### src/rtl/axi_burst_sched.sv
// ============================================================================
// axi_burst_sched : round-robin AXI burst command scheduler for CH_NUM FIFOs
// Rev 1.0
// ============================================================================
`default_nettype none

module axi_burst_sched #(
  parameter int CH_NUM     = 2,
  parameter int ADDR_W     = 30,
  parameter int CNT_W      = 10,
  parameter int FIFO_DEPTH = 512,
  parameter int BPB_LOG2   = 3,
  parameter int MODE       = 0
) (
  input  logic                                       clk,
  input  logic                                       rst,
  input  logic [CH_NUM*ADDR_W-1:0]                   ch_beg_addr,
  input  logic [CH_NUM*ADDR_W-1:0]                   ch_end_addr,
  input  logic [CH_NUM*8-1:0]                        ch_burst_len,
  input  logic [CH_NUM-1:0]                          ch_en,
  input  logic [CH_NUM-1:0]                          ch_oneshot,
  input  logic [CH_NUM-1:0]                          ch_clr,
  input  logic [CH_NUM*CNT_W-1:0]                    ch_level,
  output logic                                       cmd_valid,
  input  logic                                       cmd_ready,
  output logic [ADDR_W-1:0]                          cmd_addr,
  output logic [7:0]                                 cmd_len,
  output logic [((CH_NUM > 1) ? $clog2(CH_NUM) : 1)-1:0] cmd_ch,
  input  logic                                       mst_done,
  output logic [CH_NUM-1:0]                          ch_done,
  output logic                                       busy
);

  localparam int c_ch_w = (CH_NUM > 1) ? $clog2(CH_NUM) : 1;
  localparam logic [ADDR_W-1:0] c_beat_bytes = ADDR_W'(1 << BPB_LOG2);

  typedef enum logic [1:0] {
    S_IDLE  = 2'd0,
    S_CALC  = 2'd1,
    S_ISSUE = 2'd2,
    S_WAIT  = 2'd3
  } state_t;

  state_t r_state, w_state_nxt;

  logic [ADDR_W-1:0] w_beg   [CH_NUM];
  logic [ADDR_W-1:0] w_end   [CH_NUM];
  logic [8:0]        w_std   [CH_NUM];
  logic [CNT_W-1:0]  w_level [CH_NUM];
  logic [CH_NUM-1:0] w_elig;

  logic [ADDR_W-1:0] r_addr [CH_NUM];
  logic [CH_NUM-1:0] r_done;

  logic              r_cmd_valid;
  logic [ADDR_W-1:0] r_cmd_addr;
  logic [7:0]        r_cmd_len;
  logic [c_ch_w-1:0] r_cmd_ch;
  logic [c_ch_w-1:0] r_grant;
  logic [c_ch_w-1:0] r_last_grant;

  logic              w_found;
  logic [c_ch_w-1:0] w_pick;
  logic [ADDR_W-1:0] w_cur_addr, w_cur_end;
  logic [8:0]        w_cur_std;
  logic [ADDR_W-1:0] w_to_end, w_beats, w_next;
  logic [12:0]       w_to_4k;
  logic              w_accept, w_wrap;

  // Per-channel field unpacking and eligibility
  generate
    for (genvar gi = 0; gi < CH_NUM; gi++) begin : g_ch
      assign w_beg[gi]   = ch_beg_addr[gi*ADDR_W +: ADDR_W];
      assign w_end[gi]   = ch_end_addr[gi*ADDR_W +: ADDR_W];
      assign w_level[gi] = ch_level[gi*CNT_W +: CNT_W];
      assign w_std[gi]   = {1'b0, ch_burst_len[gi*8 +: 8]} + 9'd1;
      if (MODE == 0) begin : g_wr
        assign w_elig[gi] = ch_en[gi] && !r_done[gi] &&
                            (32'(w_level[gi]) >= 32'(w_std[gi]));
      end else begin : g_rd
        // level + burst <= depth avoids underflow when level exceeds depth
        assign w_elig[gi] = ch_en[gi] && !r_done[gi] &&
                            ((32'(w_level[gi]) + 32'(w_std[gi])) <= 32'(FIFO_DEPTH));
      end
    end
  endgenerate

  always_comb begin
    w_found = 1'b0;
    w_pick  = '0;
    for (int k = 1; k <= CH_NUM; k++) begin
      if (!w_found && w_elig[c_ch_w'((int'(r_last_grant) + k) % CH_NUM)]) begin
        w_found = 1'b1;
        w_pick  = c_ch_w'((int'(r_last_grant) + k) % CH_NUM);
      end
    end
  end

  assign w_cur_addr = r_addr[r_grant];
  assign w_cur_end  = w_end[r_grant];
  assign w_cur_std  = w_std[r_grant];

  assign w_to_end = (w_cur_end - w_cur_addr + ADDR_W'(1)) >> BPB_LOG2;
  assign w_to_4k  = (13'd4096 - {1'b0, w_cur_addr[11:0]}) >> BPB_LOG2;

  always_comb begin
    w_beats = ADDR_W'(w_cur_std);
    if (w_to_end < w_beats) w_beats = w_to_end;
    if (ADDR_W'(w_to_4k) < w_beats) w_beats = ADDR_W'(w_to_4k);
  end

  assign w_accept = (r_state == S_ISSUE) && r_cmd_valid && cmd_ready;
  assign w_next   = r_cmd_addr + (ADDR_W'({1'b0, r_cmd_len} + 9'd1) << BPB_LOG2);
  assign w_wrap   = (w_next > w_cur_end) ||
                    ((w_cur_end - w_next + ADDR_W'(1)) < c_beat_bytes);

  always_comb begin
    w_state_nxt = r_state;
    case (r_state)
      S_IDLE:  if (w_found)  w_state_nxt = S_CALC;
      S_CALC:                w_state_nxt = S_ISSUE;
      S_ISSUE: if (w_accept) w_state_nxt = S_WAIT;
      S_WAIT:  if (mst_done) w_state_nxt = S_IDLE;
      default:               w_state_nxt = S_IDLE;
    endcase
  end

  always_ff @(posedge clk) begin
    if (rst) r_state <= S_IDLE;
    else     r_state <= w_state_nxt;
  end

  always_ff @(posedge clk) begin
    if (rst) begin
      r_cmd_valid  <= 1'b0;
      r_cmd_addr   <= '0;
      r_cmd_len    <= '0;
      r_cmd_ch     <= '0;
      r_grant      <= '0;
      r_last_grant <= c_ch_w'(CH_NUM - 1);
    end else begin
      case (r_state)
        S_IDLE: if (w_found) begin
          r_grant      <= w_pick;
          r_last_grant <= w_pick;
        end
        S_CALC: begin
          r_cmd_addr  <= w_cur_addr;
          r_cmd_len   <= 8'(w_beats - ADDR_W'(1));
          r_cmd_ch    <= r_grant;
          r_cmd_valid <= 1'b1;
        end
        S_ISSUE: if (w_accept) r_cmd_valid <= 1'b0;
        default: ;
      endcase
    end
  end

  // Clear wins over the post-acceptance address advance
  always_ff @(posedge clk) begin
    for (int i = 0; i < CH_NUM; i++) begin
      if (rst || ch_clr[i]) begin
        r_addr[i] <= w_beg[i];
        r_done[i] <= 1'b0;
      end else if (w_accept && (r_grant == c_ch_w'(i))) begin
        if (w_wrap) begin
          if (ch_oneshot[i]) r_done[i] <= 1'b1;
          else               r_addr[i] <= w_beg[i];
        end else begin
          r_addr[i] <= w_next;
        end
      end
    end
  end

  assign cmd_valid = r_cmd_valid;
  assign cmd_addr  = r_cmd_addr;
  assign cmd_len   = r_cmd_len;
  assign cmd_ch    = r_cmd_ch;
  assign ch_done   = r_done;
  assign busy      = (r_state != S_IDLE);

endmodule

`default_nettype wire

### config.mk
export PLATFORM = sky130hd
export DESIGN_NAME = axi_burst_sched
export DESIGN_NICKNAME = d
export VERILOG_FILES = /design/src/rtl/axi_burst_sched.sv
export SDC_FILE = /design/constraint.sdc
export NUM_CORES = 1
export LEC_CHECK = 0
export BUFFER_PORTS_ARGS = -buffer_cell sky130_fd_sc_hd__buf_2
export CORE_MARGIN = 3
export CORE_UTILIZATION = 50
export DETAILED_ROUTE_END_ITERATION = 6
export MAX_ROUTING_LAYER = met4
export PLACE_DENSITY = 0.72
export SLEW_MARGIN = 10
export SYNTH_ARGS = -nofsm -noshare
export SYNTH_HDL_FRONTEND = slang
export SYNTH_SLANG_ARGS = --single-unit
### constraint.sdc
create_clock -name clk -period 10.8 [get_ports clk]
set_input_delay 1.62 -clock clk [delete_from_list [all_inputs] [get_ports clk]]
set_output_delay 1.62 -clock clk [all_outputs]
set_load 0.01 [all_outputs]
; Word level (Yosys, flattened, before mapping)
; Memory sizes are Yosys's and may differ from the RTL's. A register that Yosys moved wholly into a read port is not among the register bits.
; Index checks and enable logic that the tools add are counted.
[classes]
n_addsub = 12
magnitude_cmp = 8
eq_ne = 6
muxes = 49
bitwise_logic = 6
n_reduce_logical = 20
[op_table]
columns = op, count
row1 = $mux 30, 7
row2 = $add 30x1->30 const B, 2
row3 = $sub 30x30->30, 2
row4 = $mux 1, 32
row5 = $add 30x12->30, 1
row6 = $gt 30x30->1, 1
row7 = $lt 30x4->1 const B, 1
row8 = $add 8x1->9 const B, 3
row9 = $lt 10x27->1, 1
row10 = $lt 27x9->1, 1
row11 = $mux 27, 1
row12 = $mux 9, 3
row13 = $sub 13x12->13 const A, 1
row14 = $ge 10x9->1, 1
row15 = $reduce_and 3->1, 3
row16 = $mux 8, 1
row17 = $pmux 2 s4, 1
row18 = $sub 8x1->8 const B, 1
row19 = $logic_and 1x1->1, 7
row20 = $lt 1x3->1 const B, 2
row21 = $mux 2, 3
row22 = $ne 2x2->1 const B, 3
row23 = $eq 2x2->1 const B, 2
row24 = $or 1x1->1, 4
row25 = 11 further kinds, 17
[totals]
register_bits = 46
ramBits = 60
input_bits = 166
output_inout_bits = 43
wordCells = 111
mem_count = 1
[memory_table]
columns = name, words, word_bits, read_ports, rd_ports_with_merged_regs, wr, line
row1 = r_addr, 2, 30, 1, 1, 2, 52  ; logic [ADDR_W-1:0] r_addr [CH_NUM];

; Depth between registers and ports, before layout
[logic_depth]
word_depth = 14
mapped_depth = 40
depth_no_buf = 36

; Worst setup path after synthesis
; OpenSTA, ideal clock, no wires.
[synth_path]
path_type = flip-flop to flip-flop
startpoint = register (tool-made name)
endpoint = register r_cmd_len[6], in the netlist cmd_len[6]
setup_time_ns = 0.146
arrival_ns = 8.055
required_ns = 10.654
setup_slack_ns = 2.599
path_stages_with_launch = 40
n_path_buf = 6
synth_period_minus_slack_ns = 8.201
path_cell_list = dfxtp_1 buf_6 clkbuf_1 clkbuf_1 buf_1 mux2i_1 ha_1 ha_1 nor2b_1 and4_4 buf_6 o21a_1 nor2b_1 inv_1 a21oi_1 xnor2_1 ha_1 a21o_1 (+4 left out) and4bb_1 and4_4 buf_6 nand2_1 o21ai_1 inv_1 ha_1 or3_1 nor2_1 mux2i_1 a221oi_4 o21ai_4 mux2i_1 ha_1 nand3_1 or4_1 nand3_1 a311oi_2
[synth_lines]
columns = item, line
row1 = to (signal assigned), 149  ; r_cmd_len <= 8'(w_beats - ADDR_W'(1));
row2 = to (decl), 57  ; logic [7:0] r_cmd_len;

==> impl_results.html <==
<table>
<tr><th>Metric</th><th>Value</th></tr>
<tr><th colspan="2">Setup path</th></tr>
<tr><td>Worst-path maximum fanout</td><td>25</td></tr>
<tr><td>Crit-path max cell delay</td><td>620 ps</td></tr>
<tr><td>CP Capture Type</td><td>register</td></tr>
<tr><td>Required arrival time at the worst endpoint</td><td>11010 ps</td></tr>
<tr><td>Worst path slowest cell</td><td>sky130_fd_sc_hd__mux2i_1</td></tr>
<tr><td>Most frequent CP cell</td><td>sky130_fd_sc_hd__ha_1</td></tr>
<tr><td>Worst Path Class, Setup</td><td>reg2reg</td></tr>
<tr><td>Critical path data arrival time</td><td>8980 ps</td></tr>
<tr><td>Startpoint class of the critical path</td><td>register</td></tr>
<tr><th colspan="2">STA</th></tr>
<tr><td>Max_slew headroom</td><td>22.65%</td></tr>
<tr><td>RSZ-0062 raised after global routing</td><td>no</td></tr>
<tr><td>Final Critical Period</td><td>8774 ps</td></tr>
<tr><td>Fin Clk Skew</td><td>11.58 ps</td></tr>
<tr><td>Actual slew at the worst max-slew pin</td><td>1157 ps</td></tr>
<tr><td>Hold violation count in the final report</td><td>0</td></tr>
<tr><td>Setup-violating endpoint count in the final report</td><td>0</td></tr>
<tr><td>Max-slew violation total from the final report</td><td>0</td></tr>
<tr><td>Setup Total Neg Slack</td><td>0 ps</td></tr>
<tr><td>Maximum clock rate</td><td>114.0 MHz</td></tr>
<tr><td>Part of the cycle the worst path needs</td><td>81.24%</td></tr>
<tr><th colspan="2">Final layout</th></tr>
<tr><td>Count of inserted antenna diode cells</td><td>0</td></tr>
<tr><td>Filler cells</td><td>2190</td></tr>
<tr><td>Utilization of the core after routing</td><td>57.58%</td></tr>
<tr><td>Layout cell share with drive strength beyond 1</td><td>20.44%</td></tr>
<tr><td>Cell area after layout</td><td>0.01356 mm²</td></tr>
<tr><td>Final Net Count</td><td>1867</td></tr>
<tr><td>Synth-to-layout area growth</td><td>13.16%</td></tr>
<tr><th colspan="2">Detailed routing</th></tr>
<tr><td>Average routed wire per standard cell</td><td>19.10 µm</td></tr>
<tr><td>Post-detailed-route DRC marker count</td><td>0</td></tr>
<tr><td>Routed vias</td><td>10900</td></tr>
<tr><td>Detailed-router iteration count before antenna repair</td><td>5</td></tr>
<tr><td>1st-iter DRT viols</td><td>743</td></tr>
<tr><td>Vias/cell</td><td>5.894</td></tr>
<tr><td>Detail Route Antenna Nets</td><td>0</td></tr>
<tr><td>Total wire length after detailed routing</td><td>35330 µm</td></tr>
<tr><th colspan="2">Synthesis</th></tr>
<tr><td>Register area share after synthesis</td><td>22.90%</td></tr>
<tr><td>Syn Area/Cell</td><td>8.847 µm²</td></tr>
<tr><td>Primary FF master, synth</td><td>sky130_fd_sc_hd__edfxtp_1</td></tr>
<tr><td>Top cell type's share of synthesized area</td><td>18.17%</td></tr>
<tr><td>Share of synthesized registers carrying an async set or reset</td><td>0%</td></tr>
<tr><td>Most frequent cell after synthesis</td><td>sky130_fd_sc_hd__ha_1</td></tr>
<tr><td>Cell count after synthesis</td><td>1354</td></tr>
<tr><td>Nets in the synthesized netlist</td><td>1695</td></tr>
<tr><td>Number of warnings printed during yosys synthesis</td><td>0</td></tr>
<tr><td>Largest area contributor in the synthesized netlist</td><td>sky130_fd_sc_hd__ha_1</td></tr>
<tr><td>Commonest cells in the netlist</td><td>sky130_fd_sc_hd__ha_1, sky130_fd_sc_hd__nor2_1, sky130_fd_sc_hd__inv_1</td></tr>
<tr><td>Cell Area, Synth</td><td>0.01198 mm²</td></tr>
<tr><td>Number of enable-type register cells in the synthesized netlist</td><td>60</td></tr>
<tr><td>Synth cell types</td><td>89</td></tr>
<tr><td>Post-synthesis sequential element count</td><td>107</td></tr>
<tr><td>Top post-synthesis cells by area</td><td>sky130_fd_sc_hd__ha_1, sky130_fd_sc_hd__edfxtp_1, sky130_fd_sc_hd__dfxtp_1</td></tr>
<tr><th colspan="2">Clock network</th></tr>
<tr><td>CTS max path bufs</td><td>2</td></tr>
<tr><td>Cts-stage hold buffer count</td><td>0</td></tr>
<tr><td>Clock sink count</td><td>107</td></tr>
<tr><td>Inserted Clock Buffers</td><td>9</td></tr>
<tr><td>Clock insertion delay at the later pin of the skew report</td><td>370 ps</td></tr>
<tr><td>Deepest level of the CTS H-tree</td><td>3</td></tr>
<tr><td>Setup repair bufs after CTS</td><td>0</td></tr>
<tr><td>Buffer type at the clock tree root</td><td>sky130_fd_sc_hd__clkbuf_16</td></tr>
<tr><td>TritonCTS clock tree</td><td>yes</td></tr>
<tr><td>Clk pin slew, worst setup/hold paths</td><td>80 ps</td></tr>
<tr><td>Cells resized by post-CTS repair</td><td>0</td></tr>
<tr><th colspan="2">Die</th></tr>
<tr><td>Floorplan die height</td><td>160.8 µm</td></tr>
<tr><td>Starting utilization of the core area</td><td>50.88%</td></tr>
<tr><td>DIE AREA</td><td>0.02585 mm²</td></tr>
<tr><td>I/O pin count</td><td>209</td></tr>
<tr><td>Number of placement rows</td><td>56</td></tr>
<tr><td>Core Footprint</td><td>0.02354 mm²</td></tr>
<tr><td>Die width</td><td>160.8 µm</td></tr>
<tr><th colspan="2">Pwr</th></tr>
<tr><td>Power density over cell area</td><td>221.9 mW/mm²</td></tr>
<tr><td>Power consumption</td><td>0.003008 W</td></tr>
<tr><td>Peak supply drop</td><td>0.0001383 V</td></tr>
<tr><td>Leakage power total</td><td>6.020 nW</td></tr>
<tr><th colspan="2">Global route</th></tr>
<tr><td>First-pass GRT wire length</td><td>54970 µm</td></tr>
<tr><td>Total grt overflow</td><td>0</td></tr>
<tr><td>All-Layer GR Usage</td><td>27.36%</td></tr>
<tr><td>Antenna violations before repair</td><td>0</td></tr>
<tr><td>Vias in the first global route</td><td>10270</td></tr>
<tr><td>Pin count of the biggest net entering global routing</td><td>75</td></tr>
<tr><th colspan="2">Min path</th></tr>
<tr><td>Worst hold-check path type</td><td>reg2reg</td></tr>
<tr><td>Startpoint of the worst hold path</td><td>ch_done[1]</td></tr>
<tr><th colspan="2">Placed design</th></tr>
<tr><td>Cell area after placement</td><td>0.01324 mm²</td></tr>
<tr><td>I/O Buffers</td><td>197</td></tr>
<tr><td>Final weighted congestion of routability-driven global placement</td><td>0.9192</td></tr>
<tr><td>DPL Wire Length</td><td>28740 µm</td></tr>
<tr><th colspan="2">Outcome</th></tr>
<tr><td>Outcome</td><td>finished clean</td></tr>
<tr><th colspan="2">Flow run</th></tr>
<tr><td>Count of maximum capacitance violations</td><td>0</td></tr>
</table>
-- metrics by stage --
| step | setup slack, ps | instances | hold slack [ps] |
|---|---|---|---|
| finish | 2026 | 1850 | 464.5 |
| CTS | 1994 | 1850 | 470.6 |
| global placement | 1887 | 1834 | 457.3 |
| floorplan | 2599 | 1354 | 478.9 |
| global route | 1382 | 1850 | 502.9 |
| detailed placement | 1729 | 1834 | 458.5 |
-- routing by layer --
metal	routed length [µm]	track usage, %	part of all wire, %
met4	1224	9.464	3.5
met3	2352	3.353	6.7
met5	0	-	0
met2	16680	45.45	47
met1	15080	34.56	43
-- power by group --
part / internal (W) / switching [W] / total, W / leakage (nW)
Clock: 0.000187 / 0.000175 / 0.000362 / 0.156
Sequential: 0.000510 / 0.0000953 / 0.000605 / 1.00
Combinational: 0.000837 / 0.00120 / 0.00204 / 4.86
-- worst max-delay path, delay by kind of cell (launching register included) --
kind,cells,cell delay [ps]
AND/OR/NAND/NOR,10,2310
multiplexers,3,980
AO/OA/AOI/OAI,12,2410
adder cells (fa/ha/maj),5,1490
buffers and inverters,3,730
XOR/XNOR,1,170
flip-flops,1,490
-- placed cells by master, fill, tap and decap left out, types with 39 or more instances in the layout --
cell,count
sky130_fd_sc_hd__inv_1,97
sky130_fd_sc_hd__ha_1,173
sky130_fd_sc_hd__nor2_1,120
sky130_fd_sc_hd__o21ai_0,53
sky130_fd_sc_hd__dfxtp_1,45
sky130_fd_sc_hd__edfxtp_1,60
sky130_fd_sc_hd__mux2_2,54
sky130_fd_sc_hd__buf_2,197
sky130_fd_sc_hd__a211oi_1,39
sky130_fd_sc_hd__xnor2_1,47
sky130_fd_sc_hd__nand2_1,78
sky130_fd_sc_hd__mux2i_1,80
sky130_fd_sc_hd__a21oi_1,65
-- area by class of cell --
type | count | area (µm²) | area share (%)
clock inverters | 7 | 90.09 | 0.6646
well taps | 319 | 399.1 | 2.944
clock buffers | 9 | 225.2 | 1.661
repair buffers | 205 | 1046 | 7.716
flip-flops and latches | 107 | 2745 | 20.25
inverters | 97 | 364.1 | 2.686
multi-input cells | 1106 | 8686 | 64.08
-- flip-flops by register name (all words and copies together) (netlist names), named ones only --
name	count
ch_done	2
cmd_addr	30
cmd_ch	1
cmd_len	8
cmd_valid	1
r_addr	60
r_grant	1
r_last_grant	1
r_state	2
-- worst paths after layout --
path	to	slack [ps]	cells after the start
worst min register to register	ch_done[1]	460	2
worst min-delay path	ch_done[1]	460	2
worst max register to register	cmd_len[6]	2030	34
worst max-delay path	cmd_len[6]	2030	34
-- cell families after synthesis --
group / share of synthesized area, %
compound gates: 19.72
xor+xnor: 6.048
fa+ha+maj: 18.34
buf+inv: 4.825
flops: 22.90
mux: 13.01
other cells: 0.03130
simple gates: 15.12
Power figures use the tool's default switching activity.
